`src/rtl/mem_load_ctrl.sv`:
```
// mem_load_ctrl: fills a 32-bit byte-loadable register memory from an 8-bit
// valid/ready byte stream. It issues one load strobe per byte, can insert idle
// gap cycles between loads, and pulses WORD_DONE once all four lanes are written.
// Optional feature macro: MEMCTL_CLEAR_EN. When it is defined, a CLEAR state
// pulses rst_MEM for one cycle at the start of every word.
module mem_load_ctrl #(
    parameter int unsigned GAP_CYCLES = 1,    // 0..7 idle cycles after each non-final load
    parameter bit          MSB_FIRST  = 1'b0  // 1: fill lanes 3,2,1,0
) (
    input  logic       clk,
    input  logic       rst_n,
    input  logic       START,
    input  logic       ABORT,
    input  logic [7:0] BYTE_IN,
    input  logic       BYTE_VALID,
    output logic       BYTE_READY,
    output logic [7:0] MEM_IN,
    output logic       MEM_LOAD,
    output logic [1:0] MEM_LOAD_VAL,
    output logic       rst_MEM,
    output logic       BUSY,
    output logic       WORD_DONE,
    output logic [2:0] BYTE_CNT
);

    typedef enum logic [2:0] {
        StIdle,
        StWaitByte,
        StLoad,
        StGap,
        StDone
`ifdef MEMCTL_CLEAR_EN
        , StClear
`endif
    } state_e;

    localparam logic [1:0] FirstLane = MSB_FIRST ? 2'd3 : 2'd0;
    // The gap counter counts down to zero, so load one less than the gap length.
    localparam logic [2:0] GapLoad   = 3'(GAP_CYCLES - 1);

    state_e     state_q, state_d;
    logic [7:0] mem_in_q, mem_in_d;
    logic [1:0] load_val_q, load_val_d;   // lane shown to MEM; holds outside LOAD
    logic [1:0] lane_q, lane_d;           // lane the next accepted byte goes to
    logic [2:0] byte_cnt_q, byte_cnt_d;
    logic [2:0] gap_cnt_q, gap_cnt_d;

    // State register with synchronous active-low reset.
    always_ff @(posedge clk) begin
        if (!rst_n) begin
            state_q <= StIdle;
        end else begin
            state_q <= state_d;
        end
    end

    // Next-state logic; ABORT overrides every other transition.
    always_comb begin
        state_d = state_q;
        if (ABORT) begin
            state_d = StIdle;
        end else begin
            unique case (state_q)
                StIdle: begin
                    if (START) begin
`ifdef MEMCTL_CLEAR_EN
                        state_d = StClear;
`else
                        state_d = StWaitByte;
`endif
                    end
                end
`ifdef MEMCTL_CLEAR_EN
                StClear:    state_d = StWaitByte;
`endif
                StWaitByte: begin
                    if (BYTE_VALID) begin
                        state_d = StLoad;
                    end
                end
                StLoad: begin
                    if (byte_cnt_q == 3'd3) begin
                        state_d = StDone;
                    end else if (GAP_CYCLES > 0) begin
                        state_d = StGap;
                    end else begin
                        state_d = StWaitByte;
                    end
                end
                StGap: begin
                    if (gap_cnt_q == 3'd0) begin
                        state_d = StWaitByte;
                    end
                end
                StDone:     state_d = StIdle;
                default:    state_d = StIdle;
            endcase
        end
    end

    // Moore outputs decoded from the current state.
    always_comb begin
        BYTE_READY = 1'b0;
        MEM_LOAD   = 1'b0;
        rst_MEM    = 1'b0;
        WORD_DONE  = 1'b0;
        BUSY       = (state_q != StIdle);
        unique case (state_q)
            StWaitByte: BYTE_READY = 1'b1;
            StLoad:     MEM_LOAD   = 1'b1;
            StDone:     WORD_DONE  = 1'b1;
`ifdef MEMCTL_CLEAR_EN
            StClear:    rst_MEM    = 1'b1;
`endif
            default: ;
        endcase
    end

    // Datapath next-state: byte latch, lane tracking, lane count and gap timer.
    // ABORT blocks a START or a handshake in the same cycle; a LOAD already on
    // the bus still completes its bookkeeping because MEM captures it anyway.
    always_comb begin
        mem_in_d   = mem_in_q;
        load_val_d = load_val_q;
        lane_d     = lane_q;
        byte_cnt_d = byte_cnt_q;
        gap_cnt_d  = gap_cnt_q;
        unique case (state_q)
            StIdle: begin
                if (START && !ABORT) begin
                    lane_d     = FirstLane;
                    byte_cnt_d = 3'd0;
                end
            end
            StWaitByte: begin
                if (BYTE_VALID && !ABORT) begin
                    mem_in_d   = BYTE_IN;
                    load_val_d = lane_q;
                end
            end
            StLoad: begin
                byte_cnt_d = byte_cnt_q + 3'd1;
                lane_d     = MSB_FIRST ? (lane_q - 2'd1) : (lane_q + 2'd1);
                gap_cnt_d  = GapLoad;
            end
            StGap: begin
                if (gap_cnt_q != 3'd0) begin
                    gap_cnt_d = gap_cnt_q - 3'd1;
                end
            end
            default: ;
        endcase
    end

    // Datapath registers with synchronous active-low reset.
    always_ff @(posedge clk) begin
        if (!rst_n) begin
            mem_in_q   <= 8'h00;
            load_val_q <= 2'b00;
            lane_q     <= FirstLane;
            byte_cnt_q <= 3'd0;
            gap_cnt_q  <= 3'd0;
        end else begin
            mem_in_q   <= mem_in_d;
            load_val_q <= load_val_d;
            lane_q     <= lane_d;
            byte_cnt_q <= byte_cnt_d;
            gap_cnt_q  <= gap_cnt_d;
        end
    end

    assign MEM_IN       = mem_in_q;
    assign MEM_LOAD_VAL = load_val_q;
    assign BYTE_CNT     = byte_cnt_q;

endmodule

```
`config.mk`:
```
export PLATFORM = sky130hd
export DESIGN_NAME = mem_load_ctrl
export DESIGN_NICKNAME = d
export VERILOG_FILES = /design/src/rtl/mem_load_ctrl.sv
export SDC_FILE = /design/constraint.sdc
export NUM_CORES = 1
export LEC_CHECK = 0
export CAP_MARGIN = 20
export CORE_MARGIN = 8
export CORE_UTILIZATION = 45
export DETAILED_ROUTE_END_ITERATION = 8
export GPL_TIMING_DRIVEN = 0
export PLACE_DENSITY = 0.83
export RECOVER_POWER = 50
export SYNTH_ARGS = -nofsm -noshare
export SYNTH_HDL_FRONTEND = slang
export SYNTH_SLANG_ARGS = --single-unit
```
`constraint.sdc`:
```
create_clock -name clk -period 1.6 [get_ports clk]
set_input_delay 0.16 -clock clk [delete_from_list [all_inputs] [get_ports clk]]
set_output_delay 0.16 -clock clk [all_outputs]
set_load 0.005 [all_outputs]
```
==> flow_summary_export.csv, run 1 <==
group,metric,value,unit
floorplan,num_io_pins,31,
detailed_routing,num_vias,860,
cells_and_area,synthToLayoutAreaGrowth,41.1,%
critical_path,path_buf_inv,3,
synth,synth_top_family_by_area,"simple AND/OR/NAND/NOR gates",
floorplan,coreArea,2150,um2
cts,cts_root_buffer,"clkbuf_4",
critical_path,max_stage_delay,0.33,ns
critical_path,slowest_stage,"dfxtp_1",
timing,drv_slew,0,
detailed_routing,drtIter0Drc,22,
cells_and_area,layout.area.seq,422,um2
synth,synthMuxAreaShare,0.113,
synth,ys_warn_count,0,
detailed_routing,via_per_inst,4.86,
synth,avgSynthCellArea,8.96,um2
detailed_routing,drc_errors,0,
synth,syn_inst,110,
timing,hold_viol,0,
synth,synthXorXnorAreaFrac,0,
synth,ys_ff_latch,21,
cells_and_area,drive_above_1_share,0.134,
cts,h-tree-depth,1,
detailed_routing,wire_per_inst,12.3,um
synth,synthSimpleGateAreaFrac,0.230,
floorplan,dieArea,3950,um2
timing,whs,0.175,ns
synth,synth.distinct_cells,29,
timing,setup_tns,0,ns
placement,dp_hpwl,1580,um
synth,synth_adder_area_share,0.0508,
grt,grt_usage,0.112,
critical_path,worstPathCellList,"buf_6 -> buf_4 -> nor3b_4 -> dlygate4sd2_1",
floorplan,start_util,0.459,
floorplan,rows,17,
cts,clock_latency,0.29,ns
placement,io_buffers,28,
critical_path,worstSetupStartpointType,"flip-flop",
cells_and_area,num-fill-cells,197,
power,p_leak,0.000573,uW
grt,overflow,0,
cts,cts_buffer_depth,2,
synth,netlist_area,986,um2
detailed_routing,ant_nets,0,
critical_path,critPathMaxFanout,4,
detailed_routing,firstDrtPassIters,4,
run,drv_cap,0,
cells_and_area,final_net_count,167,
critical_path,path_delay_family,"buffers and inverters",
timing,fmax,667,MHz
outcome,status,"finished, final reports clean",
floorplan,die_h,62.8,um
critical_path,worstPathArrival,1.34,ns
cts,cts.sinks,21,
power,irDropWorstVdd,0.410,mV
detailed_routing,drt-total-wl,2170,um
grt,antenna_found_initial,0,
power,p_per_area,642,nW/um2
critical_path,path_class,"flip-flop to primary output",
synth,async_reset_ff_frac,0,
cts,cts_tree,"built",
cells_and_area,multiInputGateArea,497,um2
synth,syn-num-nets,127,
timing,skew,0.00889,ns
critical_path,crit_path_end_kind,"primary output",
synth,synth_compound_area_frac,0.100,
timing,setup_viol,0,
synth,yosysSeqAreaShare,0.426,
timing,grt_setup_unrepaired,"no",
grt,grt_pass1_vias,872,
cells_and_area,diodes,0,
cts,clk_pin_slew,0.11,ns
cts,hold_buffers,0,
grt,grt_start_max_net_pins,12,
synth,synth_edf_count,0,
grt,grt_pass1_wl,3810,um
critical_path,required,1.44,ns
synth,ys.flop_type,"dfxtp_1",
worst_hold_path,min_path_type,"input port to flip-flop",
timing,min_period,1.50,ns
floorplan,die_w,62.8,um
placement,gp_congestion,0.801,
cts,cts_made_buffers,3,
cells_and_area,final_core_util,0.648,
timing,final.period_utilization,0.937,
## layout by cell type (no fill, tap or decap), drive strengths merged, types with 2 or more instances in the layout
cell,n
nor2,2
mux2i,10
dlygate4sd2,2
nand2b,3
dfxtp,21
o31ai,2
nand2,25
or3,2
o21ai,4
a21oi,5
inv,7
ha,4
dlygate4sd3,9
buf,11
o2bb2ai,2
nor2b,2
nand3,3
clkdlybuf4s50,15
clkbuf,7
nor3,3
## logic make-up (layout without fill, tap and decap cells)
logic type / count (synthesis) / in the layout
buffers and inverters: 14 / 53
other: 1 / 1
DFF: 21 / 21
AOI/OAI and AO/OA: 16 / 16
adders and majority gates: 4 / 4
and+or+nand+nor: 43 / 43
muxes: 11 / 11
## area by class of cell
cell class / count / share of cell area
repair buffers: 35 / 0.237
plain buffers: 7 / 0.0405
inverters: 7 / 0.0189
well taps: 28 / 0.0252
multi-input cells: 75 / 0.357
clock buffers: 4 / 0.0189
flip-flops and latches: 21 / 0.303
## layer usage
layer  GRT usage  routed length, um  vias up
met5           0                  0        -
met1       0.125                935      393
met4      0.0256                  9        0
met3      0.0538                203        2
met2       0.186               1020       21
li1            -                  -      444
## Yosys cell counts, types with 3 or more instances
master	instances	area (um2)
o21ai_1	3	15.0
inv_1	6	22.5
nand3_1	3	15.0
buf_4	4	30.0
nand2_1	25	93.8
nor3_1	3	15.0
a21oi_1	5	25.0
dfxtp_1	21	420
mux2i_1	10	100
ha_1	4	50.1
## repair_timing
action / in CTS / in global routing
setup endpoints to repair: 4 / 2
setup buffers: 4 / 3
gates resized for setup: 7 / 4
## metrics by stage
step	cell area [um2]	cells	total power, uW	setup slack [ns]
2_1_floorplan	986	110	594	0.324
3_5_place_dp	1300	166	648	0.0327
4_1_cts	1370	174	900	0.00962
5_1_grt	1390	177	934	0.0210
6_report	1390	177	893	0.101
3_3_place_gp	1300	166	646	0.0458
## registers in the layout, summed over array words and instances, names as in the netlist
name and count:
BYTE_CNT 3, lane_q 2, state_q 3, MEM_IN 8, MEM_LOAD_VAL 2, gap_cnt_q 3
## final timing paths
path	from	endpoint	slack, ns	depth (start not counted)
worst max-delay path	state_q[0]	MEM_LOAD	0.10	4
worst min-delay path	rst_n	BYTE_CNT[1]	0.17	3
worst max register to register	gap_cnt_q[1]	gap_cnt_q[1]	0.19	5
worst min register to register	MEM_LOAD_VAL[1]	MEM_LOAD_VAL[1]	0.46	2
## worst min-delay path, delay by kind of cell
kind | cells | cell delay [ns]
AOI/OAI and AO/OA | 1 | 0.05
buffers and inverters | 1 | 0.15
and+or+nand+nor | 1 | 0.07
## power breakdown
| part | internal [uW] | switching (uW) | leakage [uW] | total [uW] |
|---|---|---|---|---|
| Combinational | 62.1 | 47.9 | 0.000389 | 110 |
| Clock | 96.8 | 155 | 0.0000150 | 251 |
| Sequential | 529 | 3.19 | 0.000170 | 532 |
(Power assumes the default switching activity.)
==> run 2: changes to the inputs <==
- CORE_UTILIZATION: 45 -> 51
- CTS_BUF_LIST: unset -> sky130_fd_sc_hd__clkbuf_8
- GPL_TIMING_DRIVEN: 0 -> unset
- PLACE_DENSITY: 0.83 -> 0.92
- clock period: 1.6 -> 1.8 ns (I/O delays scaled with it)
==> flow_summary_export.csv, run 2 (synthesis gave the netlist of run 1 again) <==
group,metric,value,unit
outcome,status,"finished, final reports clean",
power,p_leak,0.000519,uW
timing,drv_slew,0,
timing,grt_setup_unrepaired,"no",
floorplan,start_util,0.524,
critical_path,rr_worst_depth,3,
cells_and_area,num-fill-cells,144,
cells_and_area,drive_above_1_share,0.101,
detailed_routing,drt-total-wl,2300,um
detailed_routing,firstDrtPassIters,4,
timing,relSlewSlack,0.540,
cts,h-tree-depth,1,
timing,setup_viol,0,
detailed_routing,wire_per_inst,13.9,um
critical_path,r2r_slack,0.36,ns
critical_path,worstSetupStartpointType,"flip-flop",
power,switching_share,0.232,
timing,final.period_utilization,0.914,
placement,gp_congestion,0.866,
placement,place_ws,0.254,ns
critical_path,required,1.62,ns
floorplan,coreArea,1880,um2
timing,tightest_slew,0.683,ns
timing,hold_viol,0,
run,drv_cap,0,
placement,dp_hpwl,1810,um
grt,grt_start_max_net_pins,27,
timing,min_period,1.64,ns
cells_and_area,layout_common_cells,"nand2_1 (25), dfxtp_1 (19), clkdlybuf4s50_1 (18)",
floorplan,dieArea,3600,um2
power,p_comb_frac,0.096,
critical_path,worstPathArrival,1.46,ns
power,intPower,672,uW
worst_hold_path,whs_path_depth,2,
cells_and_area,largest_reg_flops,8,
grt,busiest_layer,"met2",
critical_path,crit_path_end_kind,"primary output",
cts,cts_buffer_depth,2,
cts,cts.sinks,21,
floorplan,rows,16,
worst_hold_path,min_path_type,"flip-flop to flip-flop",
placement,io_buffers,29,
grt,antenna_found_initial,0,
detailed_routing,ant_nets,0,
grt,grt_usage,0.142,
grt,grt_pass1_wl,3890,um
cells_and_area,final_common_cell,"nand2_1",
worst_hold_path,worstHoldStart,"MEM_IN[3]",
power,irDropWorstVdd,0.613,mV
cts,cts_root_buffer,"clkbuf_8",
floorplan,num_io_pins,31,
grt,use_met1,0.130,
cts,clk_pin_slew,0.08,ns
critical_path,crit-reg2reg-launch,"state_q[1]",
cells_and_area,synthToLayoutAreaGrowth,34.9,%
cells_and_area,final_net_count,157,
cts,cts_made_buffers,3,
detailed_routing,via_per_inst,5.08,
floorplan,die_h,60.0,um
cts,cts_tree,"built",
cells_and_area,diodes,0,
worst_hold_path,min_to,"MEM_IN[3]",
detailed_routing,drc_errors,0,
timing,fmax,608,MHz
critical_path,path_class,"flip-flop to primary output",
detailed_routing,drtIter0Drc,16,
grt,use_met2,0.252,
power,p_switching,204,uW
power,pwr-share-clk,0.360,
cts,clock_latency,0.27,ns
timing,worst_slack,0.156,ns
critical_path,critPathMaxFanout,10,
timing,skew,0.00748,ns
critical_path,r2r-end,"BYTE_CNT[1]",
power,p_seq_frac,0.544,
detailed_routing,num_vias,843,
grt,grt_use_met3,0.0667,
grt,overflow,0,
grt,grt_pass1_vias,934,
floorplan,die_w,60.0,um
power,p_per_area,658,nW/um2
timing,setup_tns,0,ns
run 2: cell types whose count changed in the layout (fill, tap and decap cells not counted), sizes merged:
cell / before / now
buf: 11 / 2
clkbuf: 7 / 4
clkdlybuf4s50: 15 / 18
dlygate4sd2: 2 / 0
dlygate4sd3: 9 / 11
clkdlybuf4s25: 1 / 0
clkinv: 0 / 1
dlymetal6s2s: 1 / 0
run 2: cell type report:
| class | instances | area, um2 | share of cell area |
|---|---|---|---|
| Timing Repair Buffer | 32 | 310 | 0.233 |
| Clock buffer | 3 | 41.3 | 0.0310 |
| Inverter | 7 | 26.3 | 0.0198 |
| Tap cell | 27 | 33.8 | 0.0254 |
| Sequential cell | 21 | 423 | 0.318 |
| Multi-Input combinational cell | 75 | 490 | 0.369 |
| Clock inverter | 1 | 5.00 | 0.00376 |
run 2: through the flow:
stage / power [uW] / instances / util / instance area [um2] / hold WS [ns]
5_1_grt: 908 / 166 / 0.707 / 1330 / 0.480
2_1_floorplan: 528 / 110 / - / 986 / 0.322
3_3_place_gp: 570 / 162 / 0.682 / 1280 / 0.442
4_1_cts: 882 / 166 / 0.707 / 1330 / 0.461
3_5_place_dp: 574 / 162 / 0.682 / 1280 / 0.453
6_report: 876 / 166 / 0.707 / 1330 / 0.456
run 2: repair_timing:
action	4_1_cts	5_1_grt
gates resized for setup	0	2
buffers inserted	0	0
endpoints found under the setup margin	0	3
hold buffers	0	0
run 2: worst max path at each step:
stage	startpoint	endpoint	slack (ns)	cells past startpoint
4_1_cts	state_q[1]	MEM_LOAD	0.01	2
3_5_place_dp	ABORT	lane_q[0]	0.25	4
5_1_grt	state_q[2]	WORD_DONE	0.05	3
3_3_place_gp	state_q[1]	MEM_LOAD	0.34	2
2_1_floorplan	gap_cnt_q[0]	gap_cnt_q[1]	0.52	5
6_report	state_q[1]	MEM_LOAD	0.16	2
run 2: metal layers:
metal,wire length (um),vias up,part of all wire
met5,0,-,0
met4,31,0,0.013
met3,229,3,0.10
met2,1180,27,0.51
met1,863,388,0.38
li1,-,425,-
run 2: power groups by stage:
stage | Combinational [uW] | Clock, uW | Sequential [uW]
CTS | 87.1 | 319 | 476
global route | 92.6 | 338 | 478
floorplan | 45.5 | 0 | 483
global placement | 82.9 | 0 | 487
finish | 84.3 | 315 | 477
detailed placement | 86.7 | 0 | 487
run 2: critical path, stage by stage (launching register included):
cell and delay, ns:
dfxtp_2 0.44, nor3b_2 0.23, clkdlybuf4s50_1 0.53
